**config.mk**
```make
export PLATFORM = sky130hd
export DESIGN_NAME = stream_demux4
export DESIGN_NICKNAME = d
export VERILOG_FILES = /design/src/rtl/stream_demux_pkg.sv /design/src/rtl/demux_out_reg.sv /design/src/rtl/stream_demux4.sv
export SDC_FILE = /design/constraint.sdc
export NUM_CORES = 1
export LEC_CHECK = 0
export CAP_MARGIN = 0
export CORE_MARGIN = 5
export CORE_UTILIZATION = 49
export DETAILED_ROUTE_END_ITERATION = 8
export GPL_TIMING_DRIVEN = 1
export PLACE_DENSITY = 0.8
export REMOVE_ABC_BUFFERS = 1
export SLEW_MARGIN = 10
export SYNTH_ARGS = -nofsm -noshare
export SYNTH_HDL_FRONTEND = slang
export SYNTH_HIERARCHICAL = 1
export SYNTH_SLANG_ARGS = --single-unit
```
**constraint.sdc**
```tcl
create_clock -name clk_in -period 3.5 [get_ports clk_in]
set_clock_uncertainty 0.1 [all_clocks]
set_input_delay 0.525 -clock clk_in [delete_from_list [all_inputs] [get_ports clk_in]]
set_output_delay 0.525 -clock clk_in [all_outputs]
set_load 0.01 [all_outputs]
```
**src/rtl/stream_demux_pkg.sv**
```systemverilog
// Shared types for the 1-to-4 stream demultiplexer: channel index and route FSM states.
package stream_demux_pkg;

  localparam int NUM_CH = 4;

  typedef logic [1:0] chan_t;

  typedef enum logic {
    IDLE   = 1'b0,
    LOCKED = 1'b1
  } state_e;

endpackage : stream_demux_pkg

```
**src/rtl/demux_out_reg.sv**
```systemverilog
// One-entry registered output stage for a single demux channel.
// A load always wins over a drain, which gives full throughput when the consumer is always ready.
module demux_out_reg #(
  parameter int DATA_W = 8
) (
  input  logic              clk_in,
  input  logic              rst_in,
  input  logic              load,
  input  logic [DATA_W-1:0] load_data,
  input  logic              load_last,
  input  logic              ready,
  output logic              valid,
  output logic [DATA_W-1:0] data,
  output logic              last
);

  // NOTE: sequential state uses non-blocking assignments so every register samples pre-edge values.
  always_ff @(posedge clk_in) begin
    if (rst_in) begin
      valid <= 1'b0;
      data  <= '0;
      last  <= 1'b0;
    end else if (load) begin
      valid <= 1'b1;
      data  <= load_data;
      last  <= load_last;
    end else if (ready) begin
      // Data and last keep their old values; only valid drops.
      valid <= 1'b0;
    end
  end

endmodule : demux_out_reg

```
**src/rtl/stream_demux4.sv**
```systemverilog
// 1-to-4 streaming demultiplexer: the route is taken from sel_in on a packet's first beat and
// held until its last beat; each channel has a one-entry output stage and a packet counter.
module stream_demux4
  import stream_demux_pkg::*;
#(
  parameter int DATA_W = 8,
  parameter int CNT_W  = 16
) (
  input  logic                     clk_in,
  input  logic                     rst_in,
  input  logic [DATA_W-1:0]        s_data_in,
  input  logic                     s_valid_in,
  input  logic                     s_last_in,
  output logic                     s_ready_out,
  input  logic [1:0]               sel_in,
  output logic [NUM_CH*DATA_W-1:0] m_data_out,
  output logic [NUM_CH-1:0]        m_valid_out,
  output logic [NUM_CH-1:0]        m_last_out,
  input  logic [NUM_CH-1:0]        m_ready_in,
  output logic [NUM_CH*CNT_W-1:0]  pkt_cnt_out,
  output logic                     busy_out,
  output logic [1:0]               route_out
);

  state_e            state_q, state_d;
  chan_t             route_q, route_d;
  chan_t             ch;
  logic              acc;
  logic [NUM_CH-1:0] load;
  logic [CNT_W-1:0]  pkt_cnt_q [NUM_CH];

  // Mid-packet, sel_in is ignored so a packet can never be split across channels.
  assign ch          = (state_q == LOCKED) ? route_q : chan_t'(sel_in);
  assign s_ready_out = !m_valid_out[ch] || m_ready_in[ch];
  assign acc         = s_valid_in && s_ready_out;
  assign busy_out    = (state_q == LOCKED);
  assign route_out   = ch;

  // NOTE: every always_comb output gets a default first, so no path can infer a latch.
  always_comb begin
    load     = '0;
    load[ch] = acc;
  end

  always_ff @(posedge clk_in) begin
    if (rst_in) begin
      state_q <= IDLE;
      route_q <= '0;
    end else begin
      state_q <= state_d;
      route_q <= route_d;
    end
  end

  always_comb begin
    state_d = state_q;
    route_d = route_q;
    unique case (state_q)
      IDLE: begin
        // A single-beat packet (last on the first beat) never locks.
        if (acc && !s_last_in) begin
          state_d = LOCKED;
          route_d = chan_t'(sel_in);
        end
      end
      LOCKED: begin
        if (acc && s_last_in) state_d = IDLE;
      end
      default: state_d = IDLE;
    endcase
  end

  // NOTE: the counter array is reset explicitly because software reads it as zero after reset.
  always_ff @(posedge clk_in) begin
    if (rst_in) begin
      for (int i = 0; i < NUM_CH; i++) pkt_cnt_q[i] <= '0;
    end else if (acc && s_last_in) begin
      pkt_cnt_q[ch] <= pkt_cnt_q[ch] + CNT_W'(1);
    end
  end

  for (genvar i = 0; i < NUM_CH; i++) begin : g_ch
    demux_out_reg #(
      .DATA_W (DATA_W)
    ) u_out_reg (
      .clk_in    (clk_in),
      .rst_in    (rst_in),
      .load      (load[i]),
      .load_data (s_data_in),
      .load_last (s_last_in),
      .ready     (m_ready_in[i]),
      .valid     (m_valid_out[i]),
      .data      (m_data_out[i*DATA_W +: DATA_W]),
      .last      (m_last_out[i])
    );

    assign pkt_cnt_out[i*CNT_W +: CNT_W] = pkt_cnt_q[i];
  end

endmodule : stream_demux4

```
==> results of run 1 <==
cells in the final DEF, fill, tap and decap left out, types with 2 or more instances in the layout:
cell type,Yosys,final
clkdlybuf4s50_1,0,125
nor3_2,0,2
mux2i_1,50,50
nor2b_1,4,4
nand4_1,2,2
dfxtp_1,43,43
clkinv_2,0,4
mux2_2,4,4
buf_4,1,16
nor3_1,10,8
mux2i_4,1,2
edfxtp_1,64,64
a21oi_1,33,33
nand2_1,29,29
a21o_1,2,2
xor2_1,4,4
clkbuf_16,0,2
inv_1,8,8
or4_4,5,5
nand3_1,14,14
clkbuf_8,0,9
buf_12,0,2
mux4_2,14,14
xnor2_1,2,2
nand2b_1,8,8
o31ai_1,6,6
nor2_1,69,69
state kept, by name (all words and copies together) (netlist names), named ones only:
name                  flops
pkt_cnt_q                64
g_ch.u_out_reg/data      32
g_ch.u_out_reg/last       4
g_ch.u_out_reg/valid      4
route_q                   2
final cells by class:
class	count	area (um2)
clock buffers	11	173.9
clock inverters	5	37.54
fillers	736	3183
inverters	10	42.54
multi-input cells	273	1977
flip-flops and latches	107	2783
well taps	133	166.4
repair buffers	143	1411
per-layer routing:
| layer | vias to the layer above | global-route usage (%) | part of all wire, % | wire (um) |
|---|---|---|---|---|
| met1 | 1801 | 27.06 | 38 | 4872 |
| met5 | - | 0 | 0 | 0 |
| met4 | 0 | 7.916 | 1.9 | 250 |
| met2 | 207 | 37.69 | 50 | 6412 |
| li1 | 1759 | - | - | - |
| met3 | 26 | 6.698 | 11 | 1386 |
critical path, cell delays in order (launching register included):
cell and delay [ns]:
dfxtp_1 0.54, mux2i_4 0.46, inv_6 0.16, mux2i_1 0.18, mux2i_1 0.12, inv_1 0.17, clkdlybuf4s50_1 0.59
how the worst max path moves through the flow:
| stage | start | endpoint | slack [ns] | depth (start not counted) |
|---|---|---|---|---|
| 2_1_floorplan | flip-flop | pkt_cnt_q[3][0] | -0.75 | 7 |
| 5_1_grt | flip-flop | s_ready_out | 0.09 | 6 |
| 3_5_place_dp | sel_in[0] | pkt_cnt_q[0][7] | 0.23 | 7 |
| 4_1_cts | flip-flop | s_ready_out | 0.25 | 6 |
| 3_3_place_gp | sel_in[0] | pkt_cnt_q[1][7] | 0.32 | 7 |
| 6_report | flip-flop | s_ready_out | 0.29 | 6 |
power groups by stage:
stage	clock, mW	sequential (mW)	combinational (mW)
final	0.776	1.44	0.498
after global routing	0.852	1.45	0.536
after CTS	0.788	1.44	0.501
after detailed placement	0	1.47	0.497
after global placement	0	1.47	0.488
after floorplan	0	1.49	0.224
stage by stage:
step | TNS (ns) | cells | hold WS, ns | area (um2) | total power [mW]
2_1_floorplan | -16.96 | 390 | 0.3830 | 4783 | 1.713
3_5_place_dp | 0 | 666 | 0.3806 | 6380 | 1.967
3_3_place_gp | 0 | 666 | 0.3704 | 6380 | 1.954
6_report | 0 | 682 | 0.3926 | 6591 | 2.715
5_1_grt | 0 | 682 | 0.4066 | 6591 | 2.837
4_1_cts | 0 | 682 | 0.3923 | 6591 | 2.730
cells by family (layout without fill, tap and decap cells):
| logic type | Yosys count | in the layout |
|---|---|---|
| mux | 71 | 71 |
| simple gates | 149 | 149 |
| xor+xnor | 6 | 6 |
| fa+ha+maj | 1 | 1 |
| compound gates | 46 | 46 |
| flops | 107 | 107 |
| buf+inv | 29 | 169 |
==> summary.txt, run 1 <==
Outcome
  • Run status: completed

Worst hold path
  • Hold Crit Endpoint: g_ch[2].u_out_reg/valid
  • WHS Path Cells: 2
  • Hold wc startpoint: g_ch[2].u_out_reg/valid
  • Hold Path Class: flip-flop to flip-flop

STA
  • Final worst-path setup slack: approximately 0.29 ns
  • Period Utilization, post-route: approximately nine tenths
  • Unrepaired setup endpoints after global routing: false
  • Worst rel slew slack: approximately three fifths
  • Pins Over Slew Limit: 0
  • Slew at the pin closest to its max-slew limit: approximately 0.6 ns
  • Tmin final: about 3.2 ns
  • Maximum clock rate: just over 300 MHz
  • Final hold viol count: 0
  • Final setup violation count: 0

Route
  • Routed Antenna Nets: 0
  • Initial drt markers: 299
  • Residual DRC: 0
  • Drt first pass iters: 5
  • DRT Wirelength: 12920 um
  • Vias: approximately 3.8k
  • Vias/cell: between 5 and 6
  • DR WL/cell: 18.95 um

GRT
  • First-pass GRT wire length: just over 20000 um
  • Pin count of the biggest net entering global routing: 48
  • Via count of the first global-routing pass: between 3k and 4k
  • Gr ovfl total: 0
  • Initial antenna violation count: 0
  • Gr usage total: approximately 22%

Finish
  • Layout area overhead: 33.98%
  • Final Util: between 60 and 70%
  • N_diodes: 0
  • Layout cells sized above 1: about 12%
  • Nets: roughly 560

Critical path
  • Critical path class: flip-flop to primary output
  • R2r setup slk: ~0.57 ns
  • Reg-to-reg critical path endpoint: pkt_cnt_q[2][10]
  • Depth of the most critical reg-to-reg path: 6
  • CP Data Required Time: 2.87 ns
  • Max FO, Critical Path: 18
  • Worst setup SP type: flip-flop
  • Arrival @ worst endpoint: about 2.6 ns
  • Crit end category: primary output

Clock network
  • Clock Sinks: about 110
  • CTS Buffer Depth: 2
  • Total CTS buffers: 9
  • Clk Latency, worst-skew pair: ~0.37 ns
  • CTS Root Buffer Type: clkbuf_8
  • Post-CTS setup repair buffer count: 0
  • Clock transition at path regs: 0.09 ns
  • TritonCTS clock tree: yes
  • CTS H-tree depth: 3
  • Hold_buf cts: 0
  • CTS resizes: 0

Synthesis
  • Compound-Gate Fraction of Synth Area: roughly 5.3%
  • Predominant post-synthesis flop cell: edfxtp_1
  • Area leader, netlist: edfxtp_1
  • Warnings, synthesis: 6
  • Gate Count Post-Synth: just over 400
  • Synthesized area: 4920 um2
  • Synth cell types: 43
  • Seq cells post-synth: approximately 110
  • Register area share after synthesis: a little under three fifths
  • Post-synthesis xor/xnor area fraction: 1.068%
  • Multiplexer share of the synthesized area: 18.77%
  • Synth top cells by count: nor2_1, edfxtp_1, mux2i_1, dfxtp_1, a21oi_1
  • Adder-cell share of the synthesized area: less than 1%
  • Post-synth top area share: between 30% and 40%
  • Number of synthesized flops with an enable pin: 64
  • Mean Syn Cell Area: around 12 um2
  • Simple-gate area share of the yosys netlist: between 10% and 20%
  • Largest family of logic cells by synthesized area: multiplexers
  • Most common cell in the netlist: nor2_1
  • Synth area leaders: edfxtp_1, dfxtp_1, mux2i_1
  • Async S/R FF share, synth: 0%

Placed design
  • Final GP Congestion: about 0.86
  • Final HPWL DP: approximately 9300 um
  • Port buffer count: around 130
  • Placement Setup Slack: 0.2331 ns

Floorplan
  • Core area: 9774 um2
  • Die Width: ~110 um
  • I/O pins: about 130
  • Die ar.: 12140 um2
  • Rows: 36
  • Initial core utilization: about 50%
  • Die H: 110.2 um

Power
  • Net Switching: approximately 700 uW
  • Clock Power Share: 28.6%
  • Seq pwr share: a little over half
  • Peak VDD IR: roughly 0.24 mV
  • Internal power: between 2 and 2.5 mW
  • Power per standard cell area: about 400 nW/um2
  • Net Sw Frac: between 20 and 30%
  • Power share of the combinational group: a little under a fifth
  • Leak: 2.373 nW

Flow run
  • Max Cap Viol: 0
(Power assumes the default switching activity.)
==> run 2, diff against run 1 <==
--- a/config.mk
+++ b/config.mk
@@ -17,3 +17,4 @@
 export SYNTH_HDL_FRONTEND = slang
 export SYNTH_HIERARCHICAL = 1
 export SYNTH_SLANG_ARGS = --single-unit
+export TNS_END_PERCENT = 100
==> results of run 2 <==
The final DEF is identical to that of run 1; final timing and power are the same.
